`src/rtl/mult_pkg.sv`:
```
// Shared definitions for the shift-and-add multiplier.
// Contents: the operand, product and step-counter widths, and the sequencer state type.
// Build option: MULT_ZERO_SKIP_EN. When it is defined, a start with a zero operand
// skips the RUN phase.
package mult_pkg;

  localparam int unsigned MULT_W = 16;
  localparam int unsigned PROD_W = 32;
  localparam int unsigned CNT_W  = 4;

  typedef enum logic [1:0] {
    IDLE = 2'd0,
    RUN  = 2'd1,
    DONE = 2'd2
  } stateT;

endpackage : mult_pkg

```
`src/rtl/mult_row_step.sv`:
```
// One add step of the multiplier. It adds the multiplicand, gated by the current
// multiplier bit, to the upper half of the accumulator. The logic is purely
// combinational.
// Ports:
//   acc_hi : upper half of the accumulator
//   A      : multiplicand
//   b_bit  : multiplier bit for this step
//   sum    : 16-bit sum
//   carry  : carry out of the 17-bit add
module mult_row_step
  import mult_pkg::*;
(
  input  logic [MULT_W-1:0] acc_hi,
  input  logic [MULT_W-1:0] A,
  input  logic              b_bit,
  output logic [MULT_W-1:0] sum,
  output logic              carry
);

  logic [MULT_W-1:0] addend;

  assign addend         = b_bit ? A : '0;
  assign {carry, sum}   = (MULT_W+1)'(acc_hi) + (MULT_W+1)'(addend);

endmodule : mult_row_step

```
`src/rtl/mult_sequencer.sv`:
```
// Sequential unsigned 16x16 multiplier. It processes one bit of B per cycle, LSB first.
// Ports:
//   clk, reset_n : clock, asynchronous active-low reset
//   start        : multiply request, accepted in IDLE or DONE
//   A, B         : operands, captured when start is accepted
//   busy         : high during the 16 RUN cycles
//   done         : one-cycle completion pulse
//   product      : registered result, held until the next completion
// Build option: MULT_ZERO_SKIP_EN. When it is defined, a zero operand goes straight to DONE.
module mult_sequencer
  import mult_pkg::*;
(
  input  logic              clk,
  input  logic              reset_n,
  input  logic              start,
  input  logic [MULT_W-1:0] A,
  input  logic [MULT_W-1:0] B,
  output logic              busy,
  output logic              done,
  output logic [PROD_W-1:0] product
);

  stateT             state;
  stateT             nextState;
  logic [MULT_W-1:0] aReg;
  logic [MULT_W-1:0] bReg;
  logic [PROD_W-1:0] acc;
  logic [PROD_W-1:0] accNext;
  logic [CNT_W-1:0]  stepCnt;
  logic              accept;
  logic              zeroOp;
  logic              lastStep;
  logic              busyNext;
  logic              doneNext;
  logic              loadProduct;
  logic              clearProduct;
  logic [MULT_W-1:0] rowSum;
  logic              rowCarry;

  // Add/shift datapath for the current step
  mult_row_step uRowStep (
    .acc_hi (acc[PROD_W-1:MULT_W]),
    .A      (aReg),
    .b_bit  (bReg[stepCnt]),
    .sum    (rowSum),
    .carry  (rowCarry)
  );

  // The whole {carry, acc} register shifts right by one. The low bit that falls
  // off is already final.
  assign accNext  = {rowCarry, rowSum, acc[MULT_W-1:1]};
  assign lastStep = (stepCnt == CNT_W'(MULT_W-1));

`ifdef MULT_ZERO_SKIP_EN
  assign zeroOp = (A == '0) || (B == '0);
`else
  assign zeroOp = 1'b0;
`endif

  // State register
  always_ff @(posedge clk or negedge reset_n) begin
    if (!reset_n) state <= IDLE;
    else          state <= nextState;
  end

  // Next-state logic
  always_comb begin
    nextState = state;
    accept    = 1'b0;
    unique case (state)
      IDLE, DONE: begin
        nextState = IDLE;
        if (start) begin
          accept    = 1'b1;
          nextState = zeroOp ? DONE : RUN;
        end
      end
      RUN: begin
        if (lastStep) nextState = DONE;
      end
      default: nextState = IDLE;
    endcase
  end

  // Output decode. Flags are computed from the next state so that the registered
  // copies line up with the state register.
  always_comb begin
    busyNext     = 1'b0;
    doneNext     = 1'b0;
    loadProduct  = 1'b0;
    clearProduct = 1'b0;
    busyNext     = (nextState == RUN);
    doneNext     = (nextState == DONE);
    loadProduct  = (state == RUN) && lastStep;
    clearProduct = accept && zeroOp;
  end

  // Operand, accumulator, counter and output registers
  always_ff @(posedge clk or negedge reset_n) begin
    if (!reset_n) begin
      aReg    <= '0;
      bReg    <= '0;
      acc     <= '0;
      stepCnt <= '0;
      product <= '0;
      busy    <= 1'b0;
      done    <= 1'b0;
    end else begin
      busy <= busyNext;
      done <= doneNext;
      if (accept) begin
        aReg    <= A;
        bReg    <= B;
        acc     <= '0;
        stepCnt <= '0;
      end else if (state == RUN) begin
        acc     <= accNext;
        stepCnt <= stepCnt + CNT_W'(1);
      end
      if (clearProduct)     product <= '0;
      else if (loadProduct) product <= accNext;
    end
  end

endmodule : mult_sequencer
```
`config.mk`:
```
export PLATFORM = sky130hd
export DESIGN_NAME = mult_sequencer
export DESIGN_NICKNAME = d
export VERILOG_FILES = /design/src/rtl/mult_pkg.sv /design/src/rtl/mult_row_step.sv /design/src/rtl/mult_sequencer.sv
export SDC_FILE = /design/constraint.sdc
export NUM_CORES = 1
export LEC_CHECK = 0
export ABC_AREA = 1
export BUFFER_PORTS_ARGS = -buffer_cell sky130_fd_sc_hd__buf_2
export CORE_ASPECT_RATIO = 1.4
export CORE_MARGIN = 5
export CORE_UTILIZATION = 58
export DETAILED_ROUTE_END_ITERATION = 8
export PLACE_DENSITY = 0.78
export REMOVE_ABC_BUFFERS = 1
export SYNTH_ARGS = -nofsm -noshare
export SYNTH_HDL_FRONTEND = slang
export SYNTH_HIERARCHICAL = 1
export SYNTH_SLANG_ARGS = --single-unit
```
`constraint.sdc`:
```
create_clock -name clk -period 3.6 [get_ports clk]
set_clock_uncertainty 0.1 [all_clocks]
set_input_delay 0.72 -clock clk [delete_from_list [all_inputs] [get_ports clk]]
set_output_delay 0.72 -clock clk [all_outputs]
set_load 0.005 [all_outputs]
```
==> reports/qor.yml, run 1 <==
min_period_ns: 3.08
vias: 4064
drc_errors: 0
period_share_pct: 85.7
netlist_area_mm2: 0.00525
yosys_warnings: 6
gr-usage-met1_pct: 24.2
overflow: 0
timing.hold.ws_ns: 0.307
slew_viol_final: 0
cts.path.max_buffers: 2
cts_tree: "yes"
vias_per_cell: 5.08
area_growth_pct: 12.0
ant_nets: 0
fp-row-count: 41
place_area_mm2: 0.00560
synth_cell_type_count: 36
die_h_um: 123
initial_utilization_pct: 58.8
clkLatencyLatePin_ns: 0.34
synthCells: 629
first_pass_iters: 4
io_buffers: 68
drive_above_1_share_pct: 19.5
cts_root_buffer: "clkbuf_16"
globalRouteTotalUtil_pct: 19.9
path_max_fanout: 16
antenna_found_initial: 0
maxSlewHeadroom_pct: 55.7
worstMarginPinSlew_ns: 0.665
num_io_pins: 69
gp_congestion: 0.885
crit_path_start_kind: "flip-flop"
reg2reg_to: "product[31]"
synth-seq-cells: 103
wire_per_inst_um: 12.7
grt_pass1_wl_mm: 18.1
rsz0062_at_grt: "false"
cp_data_arrival_time_ns: 3.21
wirelength_mm: 10.2
path_class: "reg2reg"
use_met2_pct: 34.9
grt_pass1_vias: 4071
die_w_um: 90.4
power_uw: 6300
avgSynthCellArea_um2: 8.35
antennaDiodeCount: 0
cts_buffers: 9
stdcell_area_mm2: 0.00588
fin_tns_setup_ns: 0
path_clk_slew_ns: 0.07
fmaxAchievable_ghz: 0.324
pwr_density_cell_mw_per_mm2: 1070
rrSetupSlack_ns: 0.52
core_mm2: 0.00893
dieArea_mm2: 0.0111
irDropWorstVdd_uv: 564
ys_seq_area_share_pct: 49.1
worstReg2RegStart: "stepCnt[0]"
dp_hpwl_mm: 7.46
cp_common_cell: "nand2_1"
setup_viol: 0
status: "completed"
static-leakage-power_uw: 0.00323
cp.required_ns: 3.73
maxCapViolCount: 0
r2r_cells: 20
grt_max_degree: 54
fillerInstances: 782
hold_violations: 0
endpoint_kind: "flip-flop"
grtUsageMet3_pct: 3.68
gr-max-usage-layer: "met2"
h-tree-depth: 3
hp-class: "in2async"
slowest_stage: "dfrtp_2"
instances_no_fill: 800
max_stage_delay_ns: 0.49
drtIter0Drc: 207
dp.cells: 784
layout.nets: 741
cts.sinks: 103
path_cells: "inv_1, nand2_1, nand3_1, nand2_1, nor2_1, nand2_1, nand2_1, nand2_1, inv_1, ha_1, fa_1, nand2_1, nand2_1, and2_4, nand3_2, nand3_1, nand2_1, nand2_1, nand2_1, nand2_1"
[final cells by class]
cell class	instances	area, um^2	share of cell area, %
Sequential cell	103	2580	43.8
Multi-Input combinational cell	419	2200	37.4
Timing Repair Buffer	70	370	6.30
Inverter	85	322	5.47
Clock buffer	12	246	4.19
Tap cell	107	134	2.28
Clock inverter	4	31.3	0.532
[kinds of logic (layout without fill, tap and decap cells)]
kind of cell	after synthesis	after routing	synth area share (%)
AOI/OAI and AO/OA	67	67	6.86
xor gates and xnor gates	8	8	1.33
adders and majority gates	18	18	4.43
buffers and inverters	107	171	9.01
DFF	103	103	49.1
muxes	24	24	5.15
and+or+nand+nor	302	302	24.1
[timing repair]
| item | CTS | global route |
|---|---|---|
| hold buffers | 0 | 0 |
| resized for setup | 0 | 1 |
| buffers inserted | 0 | 0 |
| endpoints found under the setup margin | 0 | 2 |
[flip-flops by register name, indices dropped and copies added (netlist names)]
register  flops
aReg         16
acc          31
bReg         16
busy          1
done          1
product      32
state         2
stepCnt       4
[routing by layer]
metal	routed length [um]	share of wire, %
met5	0	0
met4	136	1.3
met3	572	5.6
met2	5160	51
met1	4290	42
[cells in the final DEF (no fill, tap or decap), drive strengths merged, types with 2 or more instances in the layout]
master      n
a21oi      15
xor2        6
nand3b      2
o21ai      36
nand2     241
inv        85
dfrtp     103
nor2       35
buf        70
clkbuf     12
ha         17
clkinvlp    3
nor3        3
nand3      17
xnor2       2
or2         2
mux2       24
o22ai      15
[power by group]
part,leakage (uW),switching [uW],internal [uW]
Combinational,0.00187,2090,1280
Sequential,0.00123,308,1720
Clock,0.000125,414,489
[synthesized netlist by cell type, drive strengths merged]
cell type | instances | area share (%)
a211oi | 1 | 0.14
a21oi | 15 | 1.5
and2 | 1 | 0.17
buf | 18 | 2.5
clkbuf | 4 | 0.33
dfrtp | 103 | 49
fa | 1 | 0.38
ha | 17 | 4.1
inv | 85 | 6.1
mux2 | 24 | 5.1
nand2 | 241 | 18
nand3 | 17 | 2.0
nand3b | 2 | 0.29
nand4 | 1 | 0.12
nor2 | 35 | 3.0
nor3 | 3 | 0.57
o21ai | 36 | 3.4
o22ai | 15 | 1.8
or2 | 2 | 0.24
xnor2 | 2 | 0.33
xor2 | 6 | 1.0
[per-stage QoR]
step / utilization, % / worst slack, ns
after floorplan: - / 0.871
after global placement: 62.8 / 0.567
after detailed placement: 62.8 / 0.384
after CTS: 65.9 / 0.371
after global routing: 65.9 / 0.155
final: 65.9 / 0.516
[worst max path at each step]
stage | start | endpoint | slack (ns) | depth (start not counted)
2_1_floorplan | stepCnt[0] | product[23] | 0.87 | 19
3_3_place_gp | stepCnt[0] | product[31] | 0.57 | 20
3_5_place_dp | stepCnt[0] | product[27] | 0.38 | 20
4_1_cts | stepCnt[0] | product[27] | 0.37 | 20
5_1_grt | stepCnt[0] | product[27] | 0.15 | 20
6_report | stepCnt[0] | product[31] | 0.52 | 20
[worst max-delay path, delay by kind of cell, from the launching register on]
kind,cells,cell delay [ns]
AND/OR/NAND/NOR,16,1.56
flip-flops,1,0.49
buffers and inverters,2,0.20
adder cells (fa/ha/maj),2,0.62
(Power assumes the default switching activity.)
==> inputs of run 2 (changes only) <==
--- a/config.mk
+++ b/config.mk
@@ -7,11 +7,13 @@
 export LEC_CHECK = 0
 export ABC_AREA = 1
 export BUFFER_PORTS_ARGS = -buffer_cell sky130_fd_sc_hd__buf_2
+export CELL_PAD_IN_SITES_DETAIL_PLACEMENT = 1
+export CELL_PAD_IN_SITES_GLOBAL_PLACEMENT = 1
 export CORE_ASPECT_RATIO = 1.4
 export CORE_MARGIN = 5
-export CORE_UTILIZATION = 58
+export CORE_UTILIZATION = 43
 export DETAILED_ROUTE_END_ITERATION = 8
-export PLACE_DENSITY = 0.78
+export PLACE_DENSITY = 0.77
 export REMOVE_ABC_BUFFERS = 1
 export SYNTH_ARGS = -nofsm -noshare
 export SYNTH_HDL_FRONTEND = slang
==> run 2 against run 1 <==
Net effect:
- register-to-register slack lost 0.05 ns
- sequential power is essentially flat
- wire length grew 22%
- largest power group unchanged
- combinational power grew 4%
- die area grew 31%
- critical endpoint unchanged
- final cell count grew 4.8%
- core utilization shrank 16 points
==> reports/qor.yml, run 2 (same netlist as run 1, synthesis figures left out) <==
status: "completed"
dieArea_mm2: 0.0146
io_buffers: 68
first_pass_iters: 4
die_h_um: 141
cts.sinks: 103
pwr_density_cell_mw_per_mm2: 1100
p_int_uw: 3540
area_growth_pct: 13.0
fmaxAchievable_ghz: 0.319
cts.path.max_buffers: 2
path_class: "reg2reg"
fillerInstances: 1468
globalRouteTotalUtil_pct: 18.5
static-leakage-power_uw: 0.00324
largest_register_ffs: 32
vias: 4167
antenna_found_initial: 0
fin_tns_setup_ns: 0
cp.required_ns: 3.73
h-tree-depth: 3
drc_errors: 0
switching_power_uw: 2960
mostFrequentLayoutCells: "230 x nand2_1, 103 x dfrtp_1, 79 x inv_1, 67 x buf_2, 32 x nor2_1"
cts_tree: "yes"
irDropWorstVdd_uv: 388
dp_hpwl_mm: 9.30
largest-register: "product"
rsz0062_at_grt: "false"
top_regs: "product: 32 flops, acc: 31 flops"
swShare_pct: 45.6
maxCapViolCount: 0
p_seq_share_pct: 31.5
endpoint_kind: "flip-flop"
wire_per_inst_um: 14.8
cts_setup_buffers: 0
slew_viol_final: 0
cts_root_buffer: "clkbuf_16"
min_period_ns: 3.13
overflow: 0
worstMarginPinSlew_ns: 0.675
grt_pass1_vias: 4704
wirelength_mm: 12.4
ant_nets: 0
grt_pass1_wl_mm: 21.5
comb_power_share_pct: 53.9
clkLatencyLatePin_ns: 0.35
cts_buffers: 9
layout.nets: 741
die_w_um: 103
fp-row-count: 47
stdcell_area_mm2: 0.00593
place_area_mm2: 0.00565
final_common_cell: "nand2_1"
clkPwrFrac_pct: 14.6
crit_path_start_kind: "flip-flop"
drtIter0Drc: 158
core_mm2: 0.0119
vias_per_cell: 4.97
maxSlewHeadroom_pct: 55.0
grt_max_degree: 54
path_clk_slew_ns: 0.07
gp_congestion: 0.786
setup_viol: 0
period_share_pct: 87.1
cp_data_arrival_time_ns: 3.27
cts_hold_buf: 0
hp-class: "in2async"
initial_utilization_pct: 44.2
drive_above_1_share_pct: 19.4
num_io_pins: 69
hold_violations: 0
path_max_fanout: 16
antennaDiodeCount: 0
-- run 2: cell count changes in the layout (fill, tap and decap cells not counted) --
cell / delta
clkinvlp_4: -3
clkinv_2: +2
bufinv_16: +1
clkbuf_1: -1
clkbuf_8: -1
dfrtp_1: +1
dfrtp_2: -1
nand2_1: -1
nand2_2: +1
-- run 2: per-stage QoR --
stage               cells  hold WS, ns  worst slack, ns  utilization [%]  power (uW)
floorplan             607        0.324            0.871                -        4520
global placement      824        0.358            0.466             47.6        5390
detailed placement    824        0.365            0.253             47.6        5620
CTS                   838        0.338            0.234             49.9        6590
global route          838        0.371           0.0544             50.0        7170
finish                838        0.305            0.465             50.0        6500
-- run 2: final cells by class --
type                            count  area (um^2)  share of cell area, %
Sequential cell                   103         2580                   43.4
Multi-Input combinational cell    419         2200                   37.1
Timing Repair Buffer               70          370                   6.24
Inverter                           85          322                   5.42
Clock buffer                       10          229                   3.86
Tap cell                          147          184                   3.10
Clock inverter                      4         48.8                  0.822
-- run 2: routing by layer --
metal	global-route usage (%)	routed length, um	vias to the layer above
met4	6.07	176	0
li1	-	-	2069
met1	21.4	5090	2025
met5	0	0	-
met2	34.1	6670	60
met3	2.57	455	13
-- run 2: power groups by stage --
| stage | Clock [uW] | Sequential (uW) | Combinational [uW] |
|---|---|---|---|
| after global placement | 0 | 2050 | 3340 |
| after detailed placement | 0 | 2080 | 3540 |
| after floorplan | 0 | 1990 | 2530 |
| after global routing | 1010 | 2120 | 4040 |
| after CTS | 974 | 2060 | 3560 |
| final | 949 | 2050 | 3510 |
-- run 2: path summary, 6_finish.rpt --
| kind | startpoint | end | slack (ns) | cells past startpoint |
|---|---|---|---|---|
| max reg2reg | stepCnt[0] | product[31] | 0.47 | 20 |
| min | reset_n | product[13] | 0.30 | 1 |
| max in group asynchronous | reset_n | acc[1] | 2.38 | 2 |
| max | stepCnt[0] | product[31] | 0.47 | 20 |
| min reg2reg | acc[3] | product[2] | 0.37 | 2 |
| min in group clk | acc[3] | product[2] | 0.37 | 2 |
-- run 2: worst max-delay path, stage by stage, from the launching register on --
cell and delay [ns]:
dfrtp_1 0.62, inv_1 0.19, nand2_1 0.10, nand3_1 0.07, nand2_1 0.08, nor2_1 0.05
nand2_1 0.07, nand2_2 0.21, nand2_1 0.12, inv_1 0.05, ha_1 0.21, fa_1 0.41
nand2_1 0.09, nand2_1 0.07, and2_4 0.16, nand3_2 0.07, nand3_1 0.09, nand2_1 0.07
nand2_1 0.06, nand2_1 0.07, nand2_1 0.06
-- run 2: timing repair --
action	in CTS	in global routing
gates resized for setup	0	1
hold endpoints to repair	0	0
endpoints found under the setup margin	0	18
